**src/rtl/multi_mode_ff_bank.sv**
```systemverilog
// rtl/multi_mode_ff_bank.sv - WIDTH-bit SR/JK/D/T flip-flop bank with SR violation tracking
//
// Purpose:
//   A bank of WIDTH flip-flops. All bits share one run-time mode (SR, JK, D or T).
//   Each SR 1/1 input pair is treated as a violation. A violation is reported one
//   cycle later on illegal/illegal_mask. It is also counted in a saturating counter
//   and recorded in a sticky flag.
//
// Ports:
//   clk          rising-edge clock
//   n_rst        asynchronous active-low reset
//   en           update enable (0 = bank holds, no violation detection)
//   mode         00 SR, 01 JK, 10 D, 11 T
//   a            per-bit S / J / D / T input
//   b            per-bit R / K input (ignored in D and T modes)
//   clr_err      synchronous clear of err_cnt and err_sticky
//   q, qn        registered state and its complement
//   illegal      one-cycle pulse after an SR violation cycle
//   illegal_mask per-bit violation bits for that cycle
//   err_cnt      saturating count of violation cycles
//   err_sticky   set on any violation, held until clr_err

module multi_mode_ff_bank #(
    parameter int                 WIDTH     = 8,
    parameter logic [WIDTH-1:0]   RST_VAL   = '0,
    parameter int                 ERR_CNT_W = 8
) (
    input  logic                  clk,
    input  logic                  n_rst,
    input  logic                  en,
    input  logic [1:0]            mode,
    input  logic [WIDTH-1:0]      a,
    input  logic [WIDTH-1:0]      b,
    input  logic                  clr_err,
    output logic [WIDTH-1:0]      q,
    output logic [WIDTH-1:0]      qn,
    output logic                  illegal,
    output logic [WIDTH-1:0]      illegal_mask,
    output logic [ERR_CNT_W-1:0]  err_cnt,
    output logic                  err_sticky
);

    localparam logic [1:0] MODE_SR = 2'b00;
    localparam logic [1:0] MODE_JK = 2'b01;
    localparam logic [1:0] MODE_D  = 2'b10;
    localparam logic [1:0] MODE_T  = 2'b11;

    localparam logic [ERR_CNT_W-1:0] CNT_MAX = {ERR_CNT_W{1'b1}};

    logic [WIDTH-1:0]     r_q;
    logic                 r_illegal;
    logic [WIDTH-1:0]     r_illegal_mask;
    logic [ERR_CNT_W-1:0] r_err_cnt;
    logic                 r_err_sticky;

    logic [WIDTH-1:0]     w_next_q;
    logic [WIDTH-1:0]     w_viol_mask;
    logic                 w_viol;

    always_comb begin
        w_next_q    = r_q;
        w_viol_mask = '0;
        if (en) begin
            case (mode)
                // Set wins only when R is low and reset wins only when S is low.
                // A 1/1 pair therefore falls through to hold, as required.
                MODE_SR: begin
                    w_next_q    = (a & ~b) | (r_q & ~(~a & b));
                    w_viol_mask = a & b;
                end
                MODE_JK: w_next_q = (a & ~r_q) | (~b & r_q);
                MODE_D:  w_next_q = a;
                MODE_T:  w_next_q = r_q ^ a;
                default: w_next_q = r_q;
            endcase
        end
    end

    assign w_viol = |w_viol_mask;

    always_ff @(posedge clk or negedge n_rst) begin
        if (!n_rst) begin
            r_q            <= RST_VAL;
            r_illegal      <= 1'b0;
            r_illegal_mask <= '0;
            r_err_cnt      <= '0;
            r_err_sticky   <= 1'b0;
        end else begin
            r_q            <= w_next_q;
            r_illegal      <= w_viol;
            r_illegal_mask <= w_viol_mask;
            // Clearing takes priority, so a violation on the clearing edge is
            // still reported on illegal but leaves no trace in the counters.
            if (clr_err) begin
                r_err_cnt    <= '0;
                r_err_sticky <= 1'b0;
            end else if (w_viol) begin
                r_err_sticky <= 1'b1;
                if (r_err_cnt != CNT_MAX) begin
                    r_err_cnt <= r_err_cnt + ERR_CNT_W'(1);
                end
            end
        end
    end

    assign q            = r_q;
    assign qn           = ~r_q;
    assign illegal      = r_illegal;
    assign illegal_mask = r_illegal_mask;
    assign err_cnt      = r_err_cnt;
    assign err_sticky   = r_err_sticky;

endmodule

```
**config.mk**
```make
export PLATFORM = sky130hd
export DESIGN_NAME = multi_mode_ff_bank
export DESIGN_NICKNAME = d
export VERILOG_FILES = /design/src/rtl/multi_mode_ff_bank.sv
export SDC_FILE = /design/constraint.sdc
export NUM_CORES = 1
export LEC_CHECK = 0
export ABC_AREA = 0
export CORE_ASPECT_RATIO = 0.7
export CORE_MARGIN = 4
export CORE_UTILIZATION = 40
export DETAILED_ROUTE_END_ITERATION = 8
export GPL_TIMING_DRIVEN = 0
export PLACE_DENSITY = 0.74
export SLEW_MARGIN = 25
export SYNTH_ARGS = -nofsm -noshare
export SYNTH_HDL_FRONTEND = slang
export SYNTH_SLANG_ARGS = --single-unit
```
**constraint.sdc**
```tcl
create_clock -name clk -period 3.4 [get_ports clk]
set_input_delay 0.34 -clock clk [delete_from_list [all_inputs] [get_ports clk]]
set_output_delay 0.34 -clock clk [all_outputs]
set_load 0.01 [all_outputs]
```
==> flow_metrics.env <==
export IMPL_peakVddDrop_uv=223
export IMPL_synthTopCellsByArea="dfrtp_1, nand2_1, a21oi_1"
export IMPL_power_share_sequential=0.446
export IMPL_cp_required_ps=3570
export IMPL_cts_buffers=3
export IMPL_comb_power_share=0.312
export IMPL_multi_input_area_sq_um=711
export IMPL_htree_levels=1
export IMPL_postCtsHoldBufs=0
export IMPL_cts_sinks=26
export IMPL_synth_largest_area_cell="dfrtp_1"
export IMPL_placementRows=18
export IMPL_viasPerCell=5.30
export IMPL_syn_avg_cell_area_sq_um=8.23
export IMPL_min_period_ps=2010
export IMPL_die_y_microns=58.6
export IMPL_synth_fa_ha_area_frac=0.00854
export IMPL_setup_violations=0
export IMPL_dieWidth_microns=80.3
export IMPL_hold_class="in2async"
export IMPL_cellLeakagePower_nw=0.864
export IMPL_routabilityCongestion=0.812
export IMPL_power_total_mw=0.810
export IMPL_core_area_sq_um=3510
export IMPL_drtIter0Drc=116
export IMPL_drive_gt1_frac=0.0513
export IMPL_min_period_over_period=0.591
export IMPL_grt_use_total=0.177
export IMPL_dieArea_sq_um=4710
export IMPL_fmax_mhz=498
export IMPL_synth_simple_gate_area_frac=0.238
export IMPL_end_kind="flip-flop"
export IMPL_grt_max_degree=27
export IMPL_syn_inst=178
export IMPL_synth_top_area_frac=0.444
export IMPL_root_buffer="clkbuf_8"
export IMPL_clkTransAtPathRegs_ps=90
export IMPL_detail_route_antenna_nets=0
export IMPL_postLayoutCoreUtil=0.597
export IMPL_synth_top_family_by_area="simple AND/OR/NAND/NOR gates"
export IMPL_pin_count=56
export IMPL_clockBufferDepth=2
export IMPL_tightest_slew_ps=535
export IMPL_drc_errors=0
export IMPL_dp_final_hpwl_mm=2.98
export IMPL_grt_pass1_wl_mm=6.56
export IMPL_worst_setup_path_type="in2reg"
export IMPL_drv_slew=0
export IMPL_grt_setup_unrepaired="no"
export IMPL_grt_pass1_vias=1394
export IMPL_regArea_sq_um=651
export IMPL_clockPowerShare=0.242
export IMPL_hold_violations=0
export IMPL_netlist_area_sq_um=1470
export IMPL_ys_seq_elements=26
export IMPL_synthMuxAreaShare=0.0145
export IMPL_synth_xor_xnor_area_share=0
export IMPL_cp_max_fo=5
export IMPL_finClkSkew_ps=10.4
export IMPL_wire_per_inst_microns=13.9
export IMPL_cts_resized=0
export IMPL_max_slew_margin_rel=0.634
export IMPL_power_density_nw_per_um2=386
export IMPL_nets=258
export IMPL_first_pass_iters=4
export IMPL_diodes=0
export IMPL_synth_compound_area_share=0.224
export IMPL_setup_slack_ps=1390
export IMPL_ys_seq_area_frac=0.444
export IMPL_cts_tree="done"
export IMPL_status="finished clean"
export IMPL_fin_tns_setup_ps=0
export IMPL_drv_cap=0
export IMPL_place_ws_ps=1170
export IMPL_synth_cell_types=37
export IMPL_start_util=0.417
export IMPL_switching_share=0.294
export IMPL_totalWireLength_mm=3.95
export IMPL_cp_start_kind="input pin"
export IMPL_post_cts_setup_buffer_count=0
export IMPL_synth_net_count=201
export IMPL_portBuffers=52
export IMPL_final_fill_count=340
export IMPL_vias=1506
export IMPL_clk_latency_ps=270
export IMPL_p_int_mw=0.572
export IMPL_arrival_ps=2180
export IMPL_grt_ovfl_total=0
export IMPL_antenna_found_initial=0
export IMPL_yosysWarnings=0
export IMPL_areaGrowthSynthToFinish_pct=43.2
export IMPL_p_switching_mw=0.238
## synthesized netlist by cell type
library cell,n
a2111oi_0,1
a21o_1,1
a21oi_1,17
a221o_1,2
a22oi_1,1
a31oi_1,1
a41oi_1,1
and3_1,1
and4_1,1
and4_4,1
buf_1,2
buf_2,2
buf_6,1
clkbuf_1,5
dfrtp_1,26
ha_1,1
inv_1,15
mux2_2,1
mux2i_1,1
nand2_1,31
nand2_2,1
nand3_1,4
nand3b_1,3
nand4_1,1
nor2_1,14
nor2_4,1
nor2b_1,1
nor3_1,1
nor3b_1,5
nor4_1,2
o21ai_0,14
o22ai_1,6
o311ai_0,5
o31ai_1,2
o32ai_1,2
or3_1,3
or4_1,1
## critical path: stages
cell	delay (ps)
clkdlybuf4s50_1	550
nand2_1	130
and4_1	250
a21o_1	190
nor4_1	340
mux2_2	370
## placed cells by master, fill, tap and decap left out, drive strengths merged, types with 2 or more instances in the layout
cell type / n
and4: 2
nand3b: 3
clkdlybuf4s50: 51
nor4: 2
or3: 3
nand3: 4
a221o: 2
o311ai: 5
o31ai: 2
nor3b: 5
nor2: 15
o32ai: 2
o21ai: 14
clkbuf: 9
a21oi: 17
nand2: 32
o22ai: 6
inv: 15
buf: 6
dfrtp: 26
## power groups by stage
stage	logic [mW]	clock network, mW	registers (mW)
2_1_floorplan	0.100	0	0.374
3_3_place_gp	0.252	0	0.367
3_5_place_dp	0.252	0	0.368
4_1_cts	0.254	0.202	0.361
5_1_grt	0.275	0.216	0.367
6_report	0.253	0.196	0.361
## cells by family after synthesis
kind of cell             Yosys count
adder cells (fa/ha/maj)            1
AND/OR/NAND/NOR                   71
multiplexers                       2
AO/OA/AOI/OAI                     53
flip-flops                        26
buffers and inverters             25
## through the flow
| step | cells | area [sq um] | hold WS (ps) |
|---|---|---|---|
| 2_1_floorplan | 178 | 1470 | 44.4 |
| 4_1_cts | 284 | 2100 | 72.0 |
| 3_5_place_dp | 280 | 2040 | 375 |
| 6_report | 284 | 2100 | 47.2 |
| 5_1_grt | 284 | 2100 | 91.6 |
| 3_3_place_gp | 280 | 2050 | 485 |
## final cells by class
| class | instances | area share |
|---|---|---|
| multi-input combinational | 127 | 0.339 |
| timing repair buffer | 52 | 0.246 |
| buffer | 10 | 0.0227 |
| tap | 50 | 0.0298 |
| clock buffer | 4 | 0.0262 |
| sequential | 26 | 0.310 |
| inverter | 15 | 0.0268 |
## registers in the layout, indices dropped and copies added (netlist names)
| signal | flops |
|---|---|
| illegal | 1 |
| err_cnt | 8 |
| err_sticky | 1 |
| illegal_mask | 8 |
| q | 8 |
## final timing paths
kind | start | to | slack [ps] | cells past startpoint
min in group clk | mode[1] | q[5] | 380 | 2
max in group asynchronous | n_rst | q[7] | 2960 | 1
min reg2reg | err_sticky | err_sticky | 500 | 2
max | a[7] | err_cnt[5] | 1390 | 6
min | n_rst | q[1] | 50 | 1
max reg2reg | err_cnt[3] | err_cnt[7] | 1680 | 5
## routing by layer
metal,routed length (microns),part of all wire,up-vias,GRT usage
met5,0,0,-,0
met1,1930,0.49,709,0.256
met4,25,0.0063,0,0.0313
met2,1720,0.44,50,0.270
li1,-,-,745,-
met3,269,0.068,2,0.0474
Power figures use the tool's default switching activity.
